[src/rtl/switch_debouncer_pkg.sv]
// Shared constants and types for the 18-bit toggle-switch debouncer.
package switch_debouncer_pkg;

    localparam int unsigned NUM_SWITCHES           = 18;
    localparam int unsigned DEFAULT_CLOCK_DIV      = 50000;
    localparam int unsigned DEFAULT_STABLE_SAMPLES = 4;

    // What a sample instant does to one switch bit.
    typedef enum logic [1:0] {
        ACT_HOLD   = 2'd0,  // not a sample instant
        ACT_CLEAR  = 2'd1,  // sample agrees with the debounced level
        ACT_COUNT  = 2'd2,  // sample differs, run not yet long enough
        ACT_COMMIT = 2'd3   // sample differs for the last required time
    } cell_action_e;

    // Registered per-bit outputs.
    typedef struct packed {
        logic db;
        logic rise;
        logic fall;
    } cell_out_t;

endpackage

[src/rtl/switch_debouncer_debounce_cell.sv]
// One switch bit: stability counter, debounced level and edge pulses.
// The level only changes after STABLE_SAMPLES consecutive sample instants
// that all disagree with it; any agreeing sample restarts the run.
module debounce_cell
    import switch_debouncer_pkg::*;
#(
    parameter int unsigned STABLE_SAMPLES = DEFAULT_STABLE_SAMPLES
) (
    input  logic clk,
    input  logic rst_n,
    input  logic sample_tick,
    input  logic sample,
    output logic db,
    output logic rise,
    output logic fall
);

    localparam int unsigned      CNT_W    = $clog2(STABLE_SAMPLES);
    localparam logic [CNT_W-1:0] CNT_LAST = CNT_W'(STABLE_SAMPLES - 1);

    logic [CNT_W-1:0] cnt_q, cnt_d;
    cell_out_t        out_q, out_d;
    cell_action_e     action;

    // Decide what the current cycle does to this bit.
    always_comb begin
        action = ACT_HOLD;
        if (sample_tick) begin
            if (sample == out_q.db) begin
                action = ACT_CLEAR;
            end else if (cnt_q == CNT_LAST) begin
                action = ACT_COMMIT;
            end else begin
                action = ACT_COUNT;
            end
        end
    end

    // Next counter and output values; pulses default low so they last one cycle.
    always_comb begin
        // NOTE: every signal gets a default before the case so no path leaves it unassigned (no latch).
        cnt_d = cnt_q;
        out_d = '{db: out_q.db, rise: 1'b0, fall: 1'b0};
        unique case (action)
            ACT_CLEAR:  cnt_d = '0;
            ACT_COUNT:  cnt_d = cnt_q + CNT_W'(1);
            ACT_COMMIT: begin
                cnt_d      = '0;
                out_d.db   = sample;
                out_d.rise = sample;
                out_d.fall = ~sample;
            end
            default:    ;
        endcase
    end

    // State registers with synchronous active-low reset.
    always_ff @(posedge clk) begin
        // NOTE: sequential state uses non-blocking assignments so all flops update together at the edge.
        if (!rst_n) begin
            cnt_q <= '0;
            out_q <= '0;
        end else begin
            cnt_q <= cnt_d;
            out_q <= out_d;
        end
    end

    assign db   = out_q.db;
    assign rise = out_q.rise;
    assign fall = out_q.fall;

endmodule

[src/rtl/switch_debouncer.sv]
// 18-bit toggle-switch debouncer: shared two-flop synchronizer and sample
// prescaler feeding one debounce_cell per switch. All outputs are flops.
module switch_debouncer
    import switch_debouncer_pkg::*;
#(
    parameter int unsigned CLOCK_DIV      = DEFAULT_CLOCK_DIV,
    parameter int unsigned STABLE_SAMPLES = DEFAULT_STABLE_SAMPLES
) (
    input  logic                    CLOCK_50_I,
    input  logic                    RESETN_I,
    input  logic [NUM_SWITCHES-1:0] SWITCH_I,
    output logic [NUM_SWITCHES-1:0] SWITCH_DB_O,
    output logic [NUM_SWITCHES-1:0] SWITCH_RISE_O,
    output logic [NUM_SWITCHES-1:0] SWITCH_FALL_O,
    output logic                    SAMPLE_TICK_O
);

    localparam int unsigned      DIV_W    = $clog2(CLOCK_DIV);
    localparam logic [DIV_W-1:0] DIV_LAST = DIV_W'(CLOCK_DIV - 1);

    logic [NUM_SWITCHES-1:0] sync1_q, sync1_d;
    logic [NUM_SWITCHES-1:0] sync2_q, sync2_d;
    logic [DIV_W-1:0]        presc_q, presc_d;
    logic                    tick_q,  tick_d;

    // Synchronizer shift, prescaler wrap and a tick registered in step with the last count.
    always_comb begin
        sync1_d = SWITCH_I;
        sync2_d = sync1_q;
        presc_d = (presc_q == DIV_LAST) ? '0 : presc_q + DIV_W'(1);
        tick_d  = (presc_d == DIV_LAST);
    end

    // Shared front-end registers.
    always_ff @(posedge CLOCK_50_I) begin
        if (!RESETN_I) begin
            sync1_q <= '0;
            sync2_q <= '0;
            presc_q <= '0;
            tick_q  <= 1'b0;
        end else begin
            sync1_q <= sync1_d;
            sync2_q <= sync2_d;
            presc_q <= presc_d;
            tick_q  <= tick_d;
        end
    end

    assign SAMPLE_TICK_O = tick_q;

    // Independent per-switch debounce logic.
    for (genvar gi = 0; gi < NUM_SWITCHES; gi++) begin : g_cell
        debounce_cell #(
            .STABLE_SAMPLES (STABLE_SAMPLES)
        ) u_cell (
            .clk         (CLOCK_50_I),
            .rst_n       (RESETN_I),
            .sample_tick (tick_q),
            .sample      (sync2_q[gi]),
            .db          (SWITCH_DB_O[gi]),
            .rise        (SWITCH_RISE_O[gi]),
            .fall        (SWITCH_FALL_O[gi])
        );
    end

endmodule

[config.mk]
export PLATFORM = sky130hd
export DESIGN_NAME = switch_debouncer
export DESIGN_NICKNAME = d
export VERILOG_FILES = /design/src/rtl/switch_debouncer_pkg.sv /design/src/rtl/switch_debouncer_debounce_cell.sv /design/src/rtl/switch_debouncer.sv
export SDC_FILE = /design/constraint.sdc
export NUM_CORES = 1
export LEC_CHECK = 0
export BUFFER_PORTS_ARGS = -buffer_cell sky130_fd_sc_hd__buf_2
export CORE_UTILIZATION = 45
export CTS_CLUSTER_DIAMETER = 50
export DETAILED_ROUTE_END_ITERATION = 6
export HOLD_SLACK_MARGIN = 0.06
export SYNTH_ARGS = -nofsm -noshare
export SYNTH_HDL_FRONTEND = slang
export SYNTH_SLANG_ARGS = --single-unit
export TNS_END_PERCENT = 10
[constraint.sdc]
create_clock -name CLOCK_50_I -period 4.8 [get_ports CLOCK_50_I]
set_input_delay 0.72 -clock CLOCK_50_I [delete_from_list [all_inputs] [get_ports CLOCK_50_I]]
set_output_delay 0.72 -clock CLOCK_50_I [all_outputs]
set_load 0.05 [all_outputs]
### Word level (Yosys, flattened, before mapping)

Index checks and enable logic that the tools add are counted.

* add/subtract/negate cells: 19
* equality and inequality tests: 92
* mux-type cells: 73
* bitwise gates (word level): 18
* reduce and logical (&&, ||, !) cells: 54

Operators by type and width (count)
* 2-bit == test, second input constant: 54
* 2-bit 2-to-1 mux: 36
* 2-bit case mux with 2 select lines: 18
* 2-bit by 1-bit adder with 2-bit output, second input constant: 18
* 2-bit by 1-bit == test with 1-bit output, second input constant: 18
* 2-bit AND reduction: 18
* 2-bit nonzero test: 18
* 2-bit OR reduction: 18
* 16-bit == test, second input constant: 2
* 1-bit == test: 18
* 1-bit 2-to-1 mux: 18
* 1-bit inverter: 18
* 16-bit by 1-bit adder with 16-bit output, second input constant: 1
* 16-bit 2-to-1 mux: 1

* flip-flop bits (word level): 143
* input port bits: 20
* output and inout bits: 55
* word-level logic and storage cells: 332

### Logic depth before layout (Yosys ltp)

Gate-level depths: netlist of run 1.

* depth after elaboration: 7
* depth in mapped cells: 6
* depth with buffers taken out: 6

### Modules after synthesis

Synthesis of run 1 repeated with hierarchy kept, for this count alone.

* cell total of the unflattened synthesis: 512
* area, all modules: 5784.3 µm²

By module, submodules not included
* debounce_cell: times used 18, cells an instance 19, area an instance 222.7 µm², sequential area each 100.1 µm²
* switch_debouncer: times used 1, cells an instance 170, area an instance 1775.5 µm², sequential area each 1061.0 µm²

### Least setup slack after synthesis of run 1

Ideal clock, no wire load.

* path kind: reg-to-reg
* start point: register tick_q, in the netlist SAMPLE_TICK_O
* end point: register g_cell[15].u_cell.out_q, in the netlist g_cell[15].u_cell.fall
* setup time: 0.064 ns
* data arrival time: 1.670 ns
* required time: 4.736 ns
* path slack: 3.066 ns
* stages on the path, launching flop included: 7
* buffers on the path: 3
* clock period less this slack: 1.734 ns
* cells stage by stage: dfxtp_1 > clkbuf_1 > and2_1 > clkbuf_1 > buf_2 > nand2_1 > nor2_1

* longest elaborated chain between the ends: 3

RTL lines
* start: declaration: RTL line switch_debouncer.sv:24 `logic tick_q, tick_d;`
* start signal: assignment: RTL line switch_debouncer.sv:45 `tick_q <= tick_d;`
* 2-bit 2-to-1 mux: RTL line switch_debouncer_debounce_cell.sv:28 `if (sample_tick) begin`
* 2-bit == test: RTL line switch_debouncer_debounce_cell.sv:44 `unique case (action)`
* 2-bit AND reduction (no line)
* end signal: assignment: RTL line switch_debouncer_debounce_cell.sv:65 `out_q <= out_d;`
* end: declaration: RTL line switch_debouncer_debounce_cell.sv:22 `cell_out_t out_q, out_d;`

No other way between the ends.
A chain may end at the register's enable or synchronous reset.

### Worst setup path in the final report of run 1

* start point: register tick_q, in the netlist SAMPLE_TICK_O
* end point: output port SAMPLE_TICK_O

RTL lines
* end: declaration: RTL line switch_debouncer.sv:15 `output logic SAMPLE_TICK_O`

No word-level cell between the ends.

==> results.toml, run 1 <==
[status]
status = "finished clean"

[layout]
diodes = 0
fin_nets = 700
final_area_um2 = 6550
final_common_cell = "dfxtp_1"
layout-drive-gt1-share_pct = 15.9
areaGrowthSynthToFinish_pct = 10.2
layout_common_cells = "dfxtp_1, buf_2, nand2_1"

[global_routing]
grt.total_usage_pct = 15.5
grt_pass1_vias = 3755
global_route.overflow_total = 0
grt_max_degree = 111
antenna_found_initial = 0
grt_pass1_wl_um = 16200

[routing]
avgViaCountPerCell = 4.74
via_count = 4000
wl_um = 9730
avgRoutedWirePerCell_um = 11.5
ant_nets = 0
drcViolationCount = 0
drt-initial-drc-count = 191
firstDrtPassIters = 4

[sta]
fin_crit_sh_pct = 53.2
period_minus_slack_ns = 2.55
fin_tns_setup_ns = 0
clock.fmax_mhz = 392
slew_headroom_pct = 16.9
setup_viol = 0
hold_violations = 0
finClkSkew_ns = 0.0137
rsz0062_at_grt = "false"
worstMarginPinSlew_ns = 1.23
maxSlewViolCount = 0

[critical_path]
path_max_fanout = 110
startpoint = "SAMPLE_TICK_O"
path_buf_inv = 1
critical_path_required_ns = 4.08
end_kind = "primary output"
rrSetupSlack_ns = 2.49
crit_path_start_kind = "flop"
crit_family = "flip-flops"
critPathArrivalTime_ns = 1.83
regToRegStartpoint = "SAMPLE_TICK_O"
worst-setup-path-type = "flop to primary output"
critPathMaxStageDelay_ns = 0.99
path_cells = "buf_2"
slowest_stage = "dfxtp_4"

[floorplanning]
row_count = 41
dieArea_um2 = 13700
die_width_um = 117
io_pins = 75
die-height_um = 117
core_um2 = 12700
initial_utilization_pct = 46.7

[hold_path]
hp-start = "sync1_q[8]"
min_path_type = "flop to flop"

[cts]
postCtsResizedCells = 0
cts_tree = "yes"
root_buffer = "clkbuf_16"
clock_sinks = 143
cts_made_buffers = 17
postCtsHoldBufs = 0
clk_pin_slew_ns = 0.06
clk_path_buf_depth = 2
postCtsSetupRepairBufs = 0
worstSkewPairLatency_ns = 0.42
cts_htree_levels = 4

[logic_synthesis]
synthesis.nets = 686
ys.flop_type = "dfxtp_1"
syn_area_um2 = 5940
yosys_warnings = 0
syn_inst = 647
synth.avg_cell_area_um2 = 9.18
ys_seq_area_share_pct = 48.2
synth.distinct_cells = 37
synth_edf_count = 0
ys_ff_latch = 143
async_reset_ff_share_pct = 0

[placement]
place_area_um2 = 6030
dp_hpwl_um = 6270
gp_congestion = 0.756
io_buffers = 74

[flow_run]
drv_cap = 0

[power]
p_leak_uw = 0.00256
ir_drop_mv = 0.257
powerDensity_nw_per_um2 = 368
[Yosys cell counts (2+ instances only)]
| cell type | n | area [um^2] |
|---|---|---|
| a21boi_0 | 41 | 308 |
| nand3_1 | 41 | 205 |
| o21ai_0 | 4 | 20.0 |
| nor2b_1 | 3 | 18.8 |
| a21oi_1 | 18 | 90.1 |
| nand4_1 | 3 | 18.8 |
| nand2_1 | 73 | 274 |
| dfxtp_1 | 143 | 2860 |
| inv_1 | 2 | 7.51 |
| nand2b_1 | 61 | 382 |
| and2_1 | 55 | 344 |
| nor2_1 | 54 | 203 |
| nor3_2 | 2 | 20.0 |
| clkbuf_1 | 23 | 86.3 |
| buf_2 | 2 | 10.0 |
| mux2i_1 | 13 | 130 |
| buf_4 | 55 | 413 |
| ha_1 | 19 | 238 |
| nand3b_1 | 5 | 37.5 |
| xnor2_1 | 7 | 61.3 |
| xor2_1 | 7 | 61.3 |
[area by class of cell]
| cell class | count | area (um^2) |
|---|---|---|
| Clock buffer | 25 | 485 |
| Clock inverter | 5 | 35.0 |
| Fill cell | 1215 | 6170 |
| Inverter | 2 | 7.51 |
| Multi-Input combinational cell | 422 | 2560 |
| Sequential cell | 143 | 2870 |
| Tap cell | 172 | 215 |
| Timing Repair Buffer | 75 | 378 |
[cell families (layout without fill, tap and decap cells)]
group / after synthesis / count (layout) / synth area share (%)
compound gates: 68 / 68 / 7.81
simple gates: 308 / 308 / 27.1
flops: 143 / 143 / 48.2
fa+ha+maj: 19 / 19 / 4.00
mux: 13 / 13 / 2.19
buf+inv: 82 / 107 / 8.70
xor+xnor: 14 / 14 / 2.06
[power by group]
part | total, uW | internal (uW) | leakage [uW] | switching [uW]
clock | 1150 | 694 | 0.000241 | 458
combinational | 48.4 | 23.8 | 0.00116 | 24.6
sequential | 1210 | 1200 | 0.00116 | 7.94
total | 2410 | 1920 | 0.00256 | 491
[sequential cells by signal, summed over array words and instances, names as in the netlist]
name and flops:
sync2_q 18, g_cell.u_cell.cnt_q 36, g_cell.u_cell.rise 18, presc_q 16
sync1_q 18, SAMPLE_TICK_O 1, g_cell.u_cell.db 18, g_cell.u_cell.fall 18
[through the flow]
| stage | setup WS (ns) | hold WS, ns | util [%] | total power (uW) | std cells |
|---|---|---|---|---|---|
| 2_1_floorplan | 3.07 | 0.412 | - | 1270 | 647 |
| 3_3_place_gp | 2.28 | 0.414 | 47.4 | 1280 | 814 |
| 3_5_place_dp | 2.21 | 0.417 | 47.4 | 1290 | 814 |
| 4_1_cts | 2.21 | 0.430 | 51.5 | 2450 | 844 |
| 5_1_grt | 2.09 | 0.447 | 51.5 | 2510 | 844 |
| 6_report | 2.25 | 0.429 | 51.5 | 2410 | 844 |
[routing by layer]
metal	up-vias	part of all wire (%)	track usage, %
li1	2092	-	-
met3	15	4.1	4.84
met2	66	47	25.9
met4	0	2.2	9.11
met1	1827	47	17.6
met5	-	0	0
[path summary, 6_finish.rpt]
| check | endpoint | cells past startpoint |
|---|---|---|
| setup / recovery | SAMPLE_TICK_O | 1 |
| hold / removal | sync2_q[8] | 1 |
| setup reg to reg | g_cell[11].u_cell.fall | 3 |
| hold reg to reg | sync2_q[8] | 1 |
Note: power is estimated with default switching activity, not from simulation.
==> inputs of run 2 (changes only) <==
--- a/config.mk
+++ b/config.mk
@@ -5,6 +5,7 @@
 export SDC_FILE = /design/constraint.sdc
 export NUM_CORES = 1
 export LEC_CHECK = 0
+export ABC_AREA = 1
 export BUFFER_PORTS_ARGS = -buffer_cell sky130_fd_sc_hd__buf_2
 export CORE_UTILIZATION = 45
 export CTS_CLUSTER_DIAMETER = 50
==> constraint.sdc (replaced) <==
create_clock -name CLOCK_50_I -period 2.65 [get_ports CLOCK_50_I]
set_input_delay 0.3975 -clock CLOCK_50_I [delete_from_list [all_inputs] [get_ports CLOCK_50_I]]
set_output_delay 0.3975 -clock CLOCK_50_I [all_outputs]
set_load 0.05 [all_outputs]
==> results.toml, run 2 <==
[status]
status = "finished clean"

[sta]
worstMarginPinSlew_ns = 0.673
fin_hold_ws_ns = 0.156
slew_headroom_pct = 55.1
fin_tns_setup_ns = 0
maxSlewViolCount = 0
setup_viol = 0
fin_crit_sh_pct = 74.0
period_minus_slack_ns = 1.96
rsz0062_at_grt = "false"
hold_violations = 0
clock.fmax_mhz = 510
finClkSkew_ns = 0.00515

[global_routing]
global_route.overflow_total = 0
antenna_found_initial = 0
grt.total_usage_pct = 16.2
grt_max_degree = 49
grt_pass1_vias = 3881
grt_pass1_wl_um = 16900

[layout]
layout_common_cells = "dfxtp_1, nand2_1, inv_1"
areaGrowthSynthToFinish_pct = 12.4
diodes = 0
final_common_cell = "dfxtp_1"
largest-register = "g_cell.u_cell.cnt_q"
layout-drive-gt1-share_pct = 16.2
fin_nets = 792
fillers = 1187
final_area_um2 = 6590
largest_reg_flops = 36

[logic_synthesis]
ys_ff_latch = 143
synth_area_leaders = "dfxtp_1, nand2_1, buf_4, inv_1, nor2_1"
synthTopCellsByCount = "dfxtp_1, nand2_1, inv_1"
async_reset_ff_share_pct = 0
synth.distinct_cells = 27
syn_inst = 730
syn_area_um2 = 5870
yosys_warnings = 0
ys.flop_type = "dfxtp_1"
synth.avg_cell_area_um2 = 8.04
ys_seq_area_share_pct = 48.8
synth_edf_count = 0
yosysMostFrequentCell = "dfxtp_1"
synth_top_area_cell = "dfxtp_1"
yosysTopAreaCellShare_pct = 48.8
synthesis.nets = 769

[routing]
avgViaCountPerCell = 4.61
via_count = 4320
drcViolationCount = 0
wl_um = 10000
avgRoutedWirePerCell_um = 10.7
firstDrtPassIters = 4
drt-initial-drc-count = 228
ant_nets = 0

[placement]
io_buffers = 74
gp_congestion = 0.847
dp_hpwl_um = 6920
place_area_um2 = 6010

[cts]
postCtsSetupRepairBufs = 0
clock_sinks = 143
cts_tree = "yes"
worstSkewPairLatency_ns = 0.42
postCtsResizedCells = 0
clk_pin_slew_ns = 0.06
cts_htree_levels = 4
clk_path_buf_depth = 2
cts_made_buffers = 17
root_buffer = "clkbuf_16"
postCtsHoldBufs = 0

[critical_path]
crit_family = "flip-flops"
critPathMaxStageDelay_ns = 0.75
path_max_fanout = 33
worst-setup-path-type = "flop to primary output"
path_buf_inv = 1
crit_path_start_kind = "flop"
path_cells = "buf_2"
slowest_stage = "dfxtp_2"
rrSetupSlack_ns = 0.94
critical_path_required_ns = 2.25
critPathArrivalTime_ns = 1.56
end_kind = "primary output"

[floorplanning]
row_count = 41
initial_utilization_pct = 46.3
die_width_um = 116
die-height_um = 116
dieArea_um2 = 13500
core_um2 = 12700
io_pins = 75

[flow_run]
drv_cap = 0

[power]
powerDensity_nw_per_um2 = 701
finalPower_uw = 4620
combPwrFrac_pct = 2.2
p_clk_share_pct = 50.3
ir_drop_mv = 0.443
p_leak_uw = 0.00319
internal-power_uw = 3680
swShare_pct = 20.3
seq_power_share_pct = 47.6
p_switching_uw = 939

[hold_path]
min_path_type = "input port to flop"
run 2: cell count changes after synthesis, sizes merged, moves of 37 or more:
cell,before,now
inv,2,100
nand2,73,137
nand2b,61,0
and2,55,0
a21boi,41,0
nor2,54,91
run 2: final timing paths:
path                                    start             to  cells past startpoint
worst max-delay path            SAMPLE_TICK_O  SAMPLE_TICK_O                      1
worst min-delay path             SWITCH_I[13]    sync1_q[13]                      3
worst max register to register     presc_q[0]  SAMPLE_TICK_O                     11
worst min register to register     sync1_q[7]     sync2_q[7]                      2
run 2: through the flow:
step | util, % | setup WS, ns | cells
after floorplan | - | 1.02 | 730
after global placement | 47.5 | 0.977 | 906
after detailed placement | 47.5 | 0.938 | 906
after CTS | 52.0 | 0.667 | 938
after global routing | 52.0 | 0.595 | 938
final | 52.0 | 0.689 | 938
run 2: power by group through the flow:
stage	clock (uW)	sequential, uW	combinational (uW)
floorplan	0	2240	69.9
global placement	0	2250	98.3
detailed placement	0	2250	101
CTS	2380	2200	102
global route	2470	2200	115
finish	2320	2200	99.6
run 2: logic make-up (layout without fill, tap and decap cells):
group	after synthesis	after routing	synth area share [%]
adder cells (fa/ha/maj)	19	19	4.05
XOR/XNOR	23	23	3.43
buffers and inverters	179	215	15.1
flip-flops	143	143	48.8
AND/OR/NAND/NOR	278	278	19.7
AO/OA/AOI/OAI	88	88	8.96
run 2: cell type report:
cell class	count	area, um^2	area share, %
sequential	143	2860	43.4
multi-input combinational	408	2120	32.1
clock buffer	20	437	6.62
timing repair buffer	80	428	6.49
inverter	103	387	5.86
tap	172	215	3.26
clock inverter	12	144	2.18
run 2: metal layers:
metal  routed length (um)  global-route usage, %  part of all wire (%)
met5                    0                      0                     0
met4                  203                   8.46                   2.0
met3                  431                   4.67                   4.3
met2                 4670                   27.3                    46
met1                 4740                   18.7                    47
==> inputs of run 3 (changes only) <==
--- a/config.mk
+++ b/config.mk
@@ -11,6 +11,7 @@
 export CTS_CLUSTER_DIAMETER = 50
 export DETAILED_ROUTE_END_ITERATION = 6
 export HOLD_SLACK_MARGIN = 0.06
+export PLACE_DENSITY = 0.67
 export SYNTH_ARGS = -nofsm -noshare
 export SYNTH_HDL_FRONTEND = slang
 export SYNTH_SLANG_ARGS = --single-unit
==> constraint.sdc (replaced) <==
create_clock -name CLOCK_50_I -period 1.7 [get_ports CLOCK_50_I]
set_input_delay 0.255 -clock CLOCK_50_I [delete_from_list [all_inputs] [get_ports CLOCK_50_I]]
set_output_delay 0.255 -clock CLOCK_50_I [all_outputs]
set_load 0.05 [all_outputs]
==> results.toml, run 3 (same netlist as run 2, synthesis figures left out) <==
[layout]
fin_nets = 813
fillers = 1180
largest-register = "g_cell.u_cell.cnt_q"
multi_input_area_um2 = 2140
diodes = 0
areaGrowthSynthToFinish_pct = 17.0
final_common_cell = "dfxtp_1"
layout_common_cells = "dfxtp_1, nand2_1, inv_1"
final_area_um2 = 6870
final_util_pct = 54.2
seqCellArea_um2 = 2870
layout-drive-gt1-share_pct = 16.7
largest_reg_flops = 36

[power]
internal-power_uw = 5810
ir_drop_mv = 0.642
swShare_pct = 20.4
powerDensity_nw_per_um2 = 1060
seq_power_share_pct = 47.0
p_leak_uw = 0.00329
combPwrFrac_pct = 2.9
p_clk_share_pct = 50.1
p_switching_uw = 1490

[floorplanning]
initial_utilization_pct = 46.3
row_count = 41
core_um2 = 12700
dieArea_um2 = 13500
die-height_um = 116
io_pins = 75
die_width_um = 116

[global_routing]
global_route.overflow_total = 0
grt_pass1_vias = 4024
grt_pass1_wl_um = 17300
antenna_found_initial = 0
grt_max_degree = 56
grt.total_usage_pct = 16.7

[sta]
timing.final.ws_setup_ns = 0.0990
finClkSkew_ns = 0.00806
maxSlewViolCount = 0
worstMarginPinSlew_ns = 0.264
fin_hold_ws_ns = 0.200
slew_headroom_pct = 82.2
hold_violations = 0
clock.fmax_mhz = 625
fin_crit_sh_pct = 94.2
period_minus_slack_ns = 1.60
setup_viol = 0

[routing]
avgViaCountPerCell = 4.55
drcViolationCount = 0
ant_nets = 0
avgRoutedWirePerCell_um = 11.0
via_count = 4363
firstDrtPassIters = 4
wl_um = 10500
drt-initial-drc-count = 149

[placement]
io_buffers = 74
gp_congestion = 0.847
place_area_um2 = 6070
dp_hpwl_um = 7250
place_ws_ns = 0.0749

[cts]
cts_made_buffers = 17
cts_htree_levels = 4
root_buffer = "clkbuf_16"
clk_pin_slew_ns = 0.06
cts_tree = "yes"
clk_path_buf_depth = 2
clock_sinks = 143
worstSkewPairLatency_ns = 0.41

[critical_path]
critPathArrivalTime_ns = 1.35
worst-setup-path-type = "flop to primary output"
path_max_fanout = 20
end_kind = "primary output"
critical_path_required_ns = 1.44
crit_path_start_kind = "flop"

[hold_path]
min_path_type = "input port to flop"

[status]
status = "finished clean"

[flow_run]
drv_cap = 0
-- run 3: cell types whose count changed in the layout (fill, tap and decap cells not counted), sizes merged --
| cell | change |
|---|---|
| dlygate4sd3 | +18 |
| clkinv | -5 |
| buf | +3 |
| clkbuf | +3 |
| bufinv | -1 |
| clkinvlp | +1 |
| inv | +1 |
-- run 3: per-stage QoR --
| step | power [uW] | std cells | setup TNS [ns] |
|---|---|---|---|
| 6_report | 7300 | 958 | 0 |
| 5_1_grt | 7560 | 958 | -0.0188 |
| 4_1_cts | 7390 | 958 | 0 |
| 3_5_place_dp | 3680 | 909 | 0 |
| 3_3_place_gp | 3670 | 909 | 0 |
| 2_1_floorplan | 3600 | 730 | 0 |
-- run 3: repair_timing --
action,CTS,global route
gates resized for setup,0,6
setup endpoints to repair,0,1
buffers inserted,0,0
hold endpoints to repair,18,0
hold buffers,18,0
-- run 3: layout make-up --
type / count / share of cell area (%)
timing repair buffer: 101 / 9.73
clock inverter: 8 / 1.53
inverter: 103 / 5.63
tap: 172 / 3.13
multi-input combinational: 408 / 31.1
sequential: 143 / 41.7
clock buffer: 23 / 7.11
-- run 3: worst max-delay path: stages (launching register included) --
cell and delay (ns):
dfxtp_2 0.37, buf_4 0.26, buf_2 0.31
-- run 3: path summary, 6_finish.rpt --
kind,start,end,slack (ns),cells past startpoint
max reg2reg,presc_q[1],SAMPLE_TICK_O,0.14,10
min reg2reg,sync1_q[2],sync2_q[2],0.41,2
min,RESETN_I,sync1_q[15],0.20,3
max,SAMPLE_TICK_O,SAMPLE_TICK_O,0.1,2
-- run 3: per-layer routing --
layer | up-vias | wire, um | global-route usage [%]
li1 | 2321 | - | -
met1 | 1959 | 4830 | 19.1
met2 | 74 | 5190 | 28.7
met3 | 9 | 390 | 5.60
met4 | 0 | 104 | 6.75
met5 | - | 0 | 0
-- run 3: power by group through the flow --
stage	combinational [uW]	clock [uW]	sequential [uW]
2_1_floorplan	109	0	3500
3_3_place_gp	170	0	3500
3_5_place_dp	176	0	3500
4_1_cts	210	3750	3430
5_1_grt	237	3890	3430
6_report	209	3660	3430
